<file path="src/rtl/fifo_pixel_unpacker.sv">
// fifo_pixel_unpacker
//
// Pops 32-bit words from a show-ahead FIFO read port and splits each word
// into two RGB565 pixels. The pixels leave on a valid/ready stream tagged with
// line and frame markers. The block sustains one pixel per clock: the first
// half of a word goes straight to the output register, and the second half
// waits in a one-entry hold register.
//
// Optional feature: define PIX_UNPACK_UNDERFLOW_CNT_EN to add a saturating
// 16-bit FIFO-underflow counter and its clear input.
//
// Ports:
//   clk            single clock (FIFO read / pixel clock)
//   rst_n          asynchronous active-low reset
//   frame_start    1-cycle pulse: start a frame, or abort and restart one
//   fifo_rd_en     pop strobe to the FIFO (combinational)
//   fifo_rd_vld    FIFO read data valid
//   fifo_rd_data   FIFO read data (show-ahead)
//   pix_valid      output pixel valid
//   pix_ready      downstream ready
//   pix_data       RGB565 pixel
//   pix_sol/eol    first/last pixel of a line
//   pix_sof/eof    first/last pixel of a frame
//   frame_done     1-cycle pulse after the eof pixel is accepted
//   busy           block is not idle
//   underflow_clr  (optional) clears underflow_cnt on the next cycle
//   underflow_cnt  (optional) saturating count of underflow cycles
module fifo_pixel_unpacker #(
  parameter int H_ACTIVE  = 640,
  parameter int V_ACTIVE  = 480,
  parameter int HCNT_W    = 11,
  parameter int VCNT_W    = 10,
  parameter int LSB_FIRST = 1
) (
  input  logic        clk,
  input  logic        rst_n,
  input  logic        frame_start,
  output logic        fifo_rd_en,
  input  logic        fifo_rd_vld,
  input  logic [31:0] fifo_rd_data,
  output logic        pix_valid,
  input  logic        pix_ready,
  output logic [15:0] pix_data,
  output logic        pix_sol,
  output logic        pix_eol,
  output logic        pix_sof,
  output logic        pix_eof,
  output logic        frame_done,
  output logic        busy
`ifdef PIX_UNPACK_UNDERFLOW_CNT_EN
  ,
  input  logic        underflow_clr,
  output logic [15:0] underflow_cnt
`endif
);

  localparam logic [1:0] ST_IDLE = 2'd0;
  localparam logic [1:0] ST_RUN  = 2'd1;
  localparam logic [1:0] ST_DONE = 2'd2;

  localparam logic [HCNT_W-1:0] X_LAST = HCNT_W'(H_ACTIVE - 1);
  localparam logic [VCNT_W-1:0] Y_LAST = VCNT_W'(V_ACTIVE - 1);

  logic [1:0]        state_q, state_d;
  logic [HCNT_W-1:0] x_q, x_d;
  logic [VCNT_W-1:0] y_q, y_d;
  logic [15:0]       hold_q, hold_d;
  logic              hold_vld_q, hold_vld_d;
  logic              pix_valid_q, pix_valid_d;
  logic [15:0]       pix_data_q, pix_data_d;
  logic              sol_q, sol_d;
  logic              eol_q, eol_d;
  logic              sof_q, sof_d;
  logic              eof_q, eof_d;
  logic              frame_done_q, frame_done_d;

  logic [15:0] first_half;
  logic [15:0] second_half;
  logic        load_ok;
  logic        accept;
  logic        load_hold;
  logic        load_word;
  logic        at_eol;
  logic        at_eof;

  // Pixel order within a word.
  generate
    if (LSB_FIRST != 0) begin : g_lsb_first
      assign first_half  = fifo_rd_data[15:0];
      assign second_half = fifo_rd_data[31:16];
    end else begin : g_msb_first
      assign first_half  = fifo_rd_data[31:16];
      assign second_half = fifo_rd_data[15:0];
    end
  endgenerate

  always_comb begin
    load_ok = !pix_valid_q || pix_ready;
    accept  = pix_valid_q && pix_ready;
    at_eol  = (x_q == X_LAST);
    at_eof  = at_eol && (y_q == Y_LAST);
    // A pending half-word always goes first; a pop only happens with an
    // empty hold register. frame_start suppresses both so that a word is
    // never popped only to be thrown away by the restart.
    load_hold = (state_q == ST_RUN) && !frame_start && load_ok && hold_vld_q;
    load_word = (state_q == ST_RUN) && !frame_start && load_ok && !hold_vld_q && fifo_rd_vld;
  end

  assign fifo_rd_en = load_word;

  always_comb begin
    state_d      = state_q;
    x_d          = x_q;
    y_d          = y_q;
    hold_d       = hold_q;
    hold_vld_d   = hold_vld_q;
    pix_valid_d  = pix_valid_q;
    pix_data_d   = pix_data_q;
    sol_d        = sol_q;
    eol_d        = eol_q;
    sof_d        = sof_q;
    eof_d        = eof_q;
    frame_done_d = 1'b0;

    if (frame_start) begin
      // Start or restart: any pending half-word and output pixel are dropped.
      state_d     = ST_RUN;
      x_d         = '0;
      y_d         = '0;
      hold_vld_d  = 1'b0;
      pix_valid_d = 1'b0;
    end else begin
      case (state_q)
        ST_RUN: begin
          if (load_hold || load_word) begin
            pix_valid_d = 1'b1;
            pix_data_d  = load_hold ? hold_q : first_half;
            sol_d       = (x_q == '0);
            eol_d       = at_eol;
            sof_d       = (x_q == '0) && (y_q == '0);
            eof_d       = at_eof;
            if (load_word) begin
              hold_d     = second_half;
              hold_vld_d = 1'b1;
            end else begin
              hold_vld_d = 1'b0;
            end
            if (at_eol) begin
              x_d = '0;
              y_d = y_q + VCNT_W'(1);
            end else begin
              x_d = x_q + HCNT_W'(1);
            end
            if (at_eof) begin
              state_d = ST_DONE;
            end
          end else if (accept) begin
            pix_valid_d = 1'b0;
          end
        end
        ST_DONE: begin
          // Only the eof pixel can be in the output register here.
          if (accept) begin
            pix_valid_d = 1'b0;
            if (eof_q) begin
              frame_done_d = 1'b1;
              state_d      = ST_IDLE;
            end
          end
        end
        default: begin
          if (accept) begin
            pix_valid_d = 1'b0;
          end
        end
      endcase
    end
  end

  always_ff @(posedge clk or negedge rst_n) begin
    if (!rst_n) begin
      state_q      <= ST_IDLE;
      x_q          <= '0;
      y_q          <= '0;
      hold_q       <= '0;
      hold_vld_q   <= 1'b0;
      pix_valid_q  <= 1'b0;
      pix_data_q   <= '0;
      sol_q        <= 1'b0;
      eol_q        <= 1'b0;
      sof_q        <= 1'b0;
      eof_q        <= 1'b0;
      frame_done_q <= 1'b0;
    end else begin
      state_q      <= state_d;
      x_q          <= x_d;
      y_q          <= y_d;
      hold_q       <= hold_d;
      hold_vld_q   <= hold_vld_d;
      pix_valid_q  <= pix_valid_d;
      pix_data_q   <= pix_data_d;
      sol_q        <= sol_d;
      eol_q        <= eol_d;
      sof_q        <= sof_d;
      eof_q        <= eof_d;
      frame_done_q <= frame_done_d;
    end
  end

  assign pix_valid  = pix_valid_q;
  assign pix_data   = pix_data_q;
  assign pix_sol    = sol_q;
  assign pix_eol    = eol_q;
  assign pix_sof    = sof_q;
  assign pix_eof    = eof_q;
  assign frame_done = frame_done_q;
  assign busy       = (state_q != ST_IDLE);

`ifdef PIX_UNPACK_UNDERFLOW_CNT_EN
  logic        underflow;
  logic [15:0] uf_cnt_q, uf_cnt_d;

  // RUN always has pixels remaining: the eof load moves the state to DONE.
  always_comb begin
    underflow = (state_q == ST_RUN) && load_ok && !hold_vld_q && !fifo_rd_vld;
    uf_cnt_d  = uf_cnt_q;
    if (underflow_clr) begin
      uf_cnt_d = '0;
    end else if (underflow && (uf_cnt_q != 16'hFFFF)) begin
      uf_cnt_d = uf_cnt_q + 16'd1;
    end
  end

  always_ff @(posedge clk or negedge rst_n) begin
    if (!rst_n) begin
      uf_cnt_q <= '0;
    end else begin
      uf_cnt_q <= uf_cnt_d;
    end
  end

  assign underflow_cnt = uf_cnt_q;
`endif

endmodule

</file>
<file path="config.mk">
export PLATFORM = sky130hd
export DESIGN_NAME = fifo_pixel_unpacker
export DESIGN_NICKNAME = d
export VERILOG_FILES = /design/src/rtl/fifo_pixel_unpacker.sv
export SDC_FILE = /design/constraint.sdc
export NUM_CORES = 1
export LEC_CHECK = 0
export CAP_MARGIN = 20
export CORE_UTILIZATION = 55
export CTS_CLUSTER_DIAMETER = 120
export DETAILED_ROUTE_END_ITERATION = 7
export PLACE_DENSITY_LB_ADDON = 0.12
export SLEW_MARGIN = 20
export SYNTH_ARGS = -nofsm -noshare
export SYNTH_HDL_FRONTEND = slang
export SYNTH_SLANG_ARGS = --single-unit
</file>
<file path="constraint.sdc">
create_clock -name clk -period 3.1 [get_ports clk]
set_input_delay 0.62 -clock clk [delete_from_list [all_inputs] [get_ports clk]]
set_output_delay 0.62 -clock clk [all_outputs]
set_load 0.1 [all_outputs]
</file>
==> Word level (Yosys, flattened, before mapping) <==
Index checks and enable logic that the tools add are counted.
{ "op_classes": {"n_mux": 27, "reduce_logical": 25, "n_eq_ne": 8, "n_lt_le_gt_ge": 0, "div_mod_pow": 0, "shifts": 0, "bitwise_logic": 1, "n_addsub": 2, "mul": 0} }
{ "op_table": {"columns": ["op", "count"], "rows": [
  ["11-bit two-way mux", 4],
  ["10-bit two-way mux", 4],
  ["16-bit two-way mux", 1],
  ["1-bit two-way mux", 12],
  ["11-bit by 1-bit adder with 11-bit output (second input constant)", 1],
  ["11-bit by 10-bit equality test with 1-bit output (second input constant)", 1],
  ["11-bit logical NOT", 1],
  ["10-bit by 1-bit adder with 10-bit output (second input constant)", 1],
  ["10-bit by 9-bit equality test with 1-bit output (second input constant)", 1],
  ["10-bit logical NOT", 1],
  ["2-bit two-way mux", 5],
  ["3-bit != test (second input constant)", 3],
  ["1-bit logical AND", 8],
  ["2-bit nonzero test", 4],
  ["3-bit AND reduction", 2],
  ["5-bit AND reduction", 1],
  ["2-bit case mux with 2 select lines", 1],
  ["4-bit AND reduction", 1],
  ["1-bit logical NOT", 3],
  ["3-bit by 2-bit != test with 1-bit output (second input constant)", 1],
  ["3-bit nonzero test", 1],
  ["2-bit by 1-bit equality test with 1-bit output (second input constant)", 1],
  ["2-bit equality test (second input constant)", 1],
  ["1-bit logical OR", 2],
  ["2 further kinds", 2]
]} }
{ "totals": {"latch_bits": 0, "register_bits": 62, "elab_cells": 75, "mem_bits_rw": 0, "romBits": 0, "mem_count": 0} }

==> Depth between registers and ports, before layout <==
{ "depth": {"ltp_word": 9, "depth_mapped": 7, "ltp_nobuf": 5} }

==> Worst setup path before layout <==
No wires, ideal clock.
{ "synth_timing": {"path_kind": "input -> output", "start": "input port frame_start", "end": "output port fifo_rd_en", "path_buffers": 2, "path_slack_ns": 0.270, "cell_stages": 6, "required_time_ns": 2.480, "arrival_ns": 2.210, "path_cell_list": "buf_6 or3b_4 nor2_4 nand3b_4 buf_6 inv_1"} }
{ "synth_between": {"elab_chain_cells": 5} }
{ "synth_lines": {"columns": ["item", "line", "source"], "rows": [
  ["start, declared", "37", "input logic frame_start,"],
  ["1-bit logical NOT", "106", "load_word = (state_q == ST_RUN) && !frame_start && load_ok && !hold_vld_q && fifo_rd_vld;"],
  ["1-bit logical AND (4 in series)", "106", null],
  ["end, declared", "38", "output logic fifo_rd_en,"]
]} }
No other way between the ends.

==> Worst setup path in the final report <==
Same ends and word-level chain as after synthesis.

==> flow_metrics.tcl <==
set metrics [dict create \
    r2r-start "x_q[0]$_DFFE_PN0P_" \
    final_cell_mix "62 x dfrtp_1, 35 x clkdlybuf4s50_1, 30 x buf_4, 27 x nand2_1, 24 x o21ai_0" \
    dieHeight_um 76.12 \
    wl_mm 6.519 \
    portBuffers 60 \
    path_cells "clkdlybuf4s50_1 -> or3b_4 -> nor2_4 -> nand3b_4 -> inv_1 -> buf_12" \
    numCtsBuffers 9 \
    htreeDepth 3 \
    cts_tree "built" \
    synth_cell_type_count 44 \
    worst-setup-path-type "in2out" \
    rsz0062_at_grt "no" \
    fin_crit_sh_pct 88.00 \
    cts_root_buf "clkbuf_8" \
    grt.overflow.total 0 \
    cpLargestDelayFamily "buffers and inverters" \
    fp-row-count 26 \
    mostFrequentLayoutCell "dfrtp_1" \
    hold_viol_final 0 \
    netlist_area_um2 3022 \
    fillers 361 \
    worstPathArrival_ps 2110 \
    drtIter0Drc 182 \
    syn_nets 318 \
    grt_pass1_wl_mm 10.96 \
    crit_slowest_cell "clkdlybuf4s50_1" \
    sequential_cell_area_um2 1551 \
    area_delta_synth_final_pct 28.16 \
    worst_pin_slew_ps 781.5 \
    grt_max_degree 38 \
    place_hpwl_mm 4.485 \
    finalMaxSlewViolations 0 \
    initial_utilization_pct 58.05 \
    grt_use_total_pct 24.41 \
    antenna_found_initial 0 \
    routedWlPerCell_um 15.63 \
    synth_seq_area_share_pct 51.35 \
    worstSetupEndpointType "output pin" \
    grt_pass1_vias 2251 \
    cts_resized 0 \
    outcome "finished, final reports clean" \
    ant_nets 0 \
    dieArea_um2 5794 \
    clock_latency_ps 330 \
    layout.nets 383 \
    diodes 0 \
    place_congestion 0.8402 \
    vias_per_cell 5.671 \
    vias 2365 \
    drt_first_pass_iters 4 \
    cp_num_buf_inv 3 \
    max_stage_delay_ps 480 \
    post_cts_buffers 0 \
    synthesis.instances 277 \
    ys_ff_latch 62 \
    cts_buffer_depth 2 \
    max_freq_mhz 366.6 \
    pre_cts_ws_ps 366.8 \
    synth_top_area_share_pct 51.35 \
    period_minus_slack_ps 2728 \
    die_x_um 76.12 \
    ir_drop_uv 452.2 \
    cp_max_fo 3 \
    synth.yosys.warnings 0 \
    critPathLaunch "frame_start" \
    drive_gt1_share_pct 21.04 \
    setup-violations-final 0 \
    synth_area_leader_cell "dfrtp_1" \
    cts_sinks 62 \
    clk_pin_slew_ps 70 \
    timing.final.ws_setup_ps 372.1 \
    worstHoldPathType "in2async" \
    skew_ps 8.503 \
    avgSynthCellArea_um2 10.91 \
    timing.setup.tns_ps 0 \
    core-area_um2 5205 \
    io_pins 61 \
    critPathLaunchType "primary input" \
    maxCapViolations 0 \
    multi_input_area_um2 1373 \
    synthTopCellsByArea "dfrtp_1 51%, mux2i_1 5.3%, o21ai_0 4.0%" \
    leakage_nw 1.793 \
    powerDensity_nw_per_um2 672.7 \
    critPathRequiredTime_ps 2480 \
    maxSlewHeadroom_pct 47.90 \
    cts_hold_buf 0 \
    drc 0 \
]
## per-stage QoR
step / utilization (%) / cells / area, um2 / hold slack [ps] / power [mW]
floorplan: - / 277 / 3022 / 324.4 / 1.588
global placement: 69.90 / 401 / 3638 / 463.7 / 1.788
detailed placement: 69.90 / 401 / 3638 / 471.2 / 1.804
CTS: 74.40 / 417 / 3872 / 386.7 / 2.624
global route: 74.40 / 417 / 3872 / 436.4 / 2.702
finish: 74.40 / 417 / 3872 / 369.8 / 2.605
## synth_stat cells, drive strengths merged
master	number
a21o	3
nand2	27
xor2	1
buf	6
nand3	14
a221o	1
or3	4
or3b	1
and2	1
xnor2	1
mux2i	16
a31oi	1
and4	2
nand2b	2
ha	4
or2	3
nand4	8
inv	7
a211oi	1
a41oi	1
dfrtp	62
mux2	16
nor3	5
nor4	2
nor2b	2
o31ai	13
a31o	1
o21ai	24
and3	2
nand4b	1
a21oi	15
nor3b	2
nor4b	3
nor2	8
or4	9
nand3b	1
clkbuf	7
## per-layer routing
| layer | track usage [%] | wire length (um) |
|---|---|---|
| met5 | 0 | 0 |
| met4 | 5.192 | 61 |
| met3 | 7.545 | 352 |
| met2 | 39.45 | 3215 |
| met1 | 32.56 | 2890 |
## final timing paths
| path | to | slack (ps) | depth (start not counted) |
|---|---|---|---|
| setup reg to reg | y_q[5]$_DFFE_PN0P_ | 820 | 5 |
| max in group asynchronous | hold_q[2]$_DFFE_PN0P_ | 2020 | 2 |
| hold / removal | pix_data[10]$_DFFE_PN0P_ | 370 | 1 |
| setup / recovery | fifo_rd_en | 370 | 6 |
| hold reg to reg | pix_sof$_DFFE_PN0P_ | 480 | 2 |
| min in group clk | pix_sof$_DFFE_PN0P_ | 480 | 2 |
## kinds of logic after synthesis
kind of cell    synth area share [%]
compound gates                 11.80
flops                          51.35
buf+inv                        3.230
fa+ha+maj                      1.656
simple gates                   19.13
xor+xnor                      0.5798
mux                            12.26
## flip-flops by register name (all words and copies together), names as in the netlist
register	cells
state_q	2
y_q	10
pix_eof	1
hold_q	16
pix_valid	1
hold_vld_q	1
x_q	11
pix_sol	1
pix_eol	1
frame_done	1
pix_sof	1
pix_data	16
## area by class of cell
class / instances / share of cell area [%]
Multi-Input combinational cell: 195 / 35.44
Sequential cell: 62 / 40.06
Tap cell: 70 / 2.262
Inverter: 7 / 0.6785
Clock inverter: 3 / 1.680
Timing Repair Buffer: 67 / 15.51
Clock buffer: 13 / 4.362
## power by group
part,internal [mW],switching [mW],leakage (nW),total [mW]
Sequential,0.922,0.0663,0.793,0.988
Clock,0.518,0.299,0.120,0.816
Combinational,0.228,0.572,0.880,0.801
Total,1.67,0.937,1.79,2.61
(Power assumes the default switching activity.)
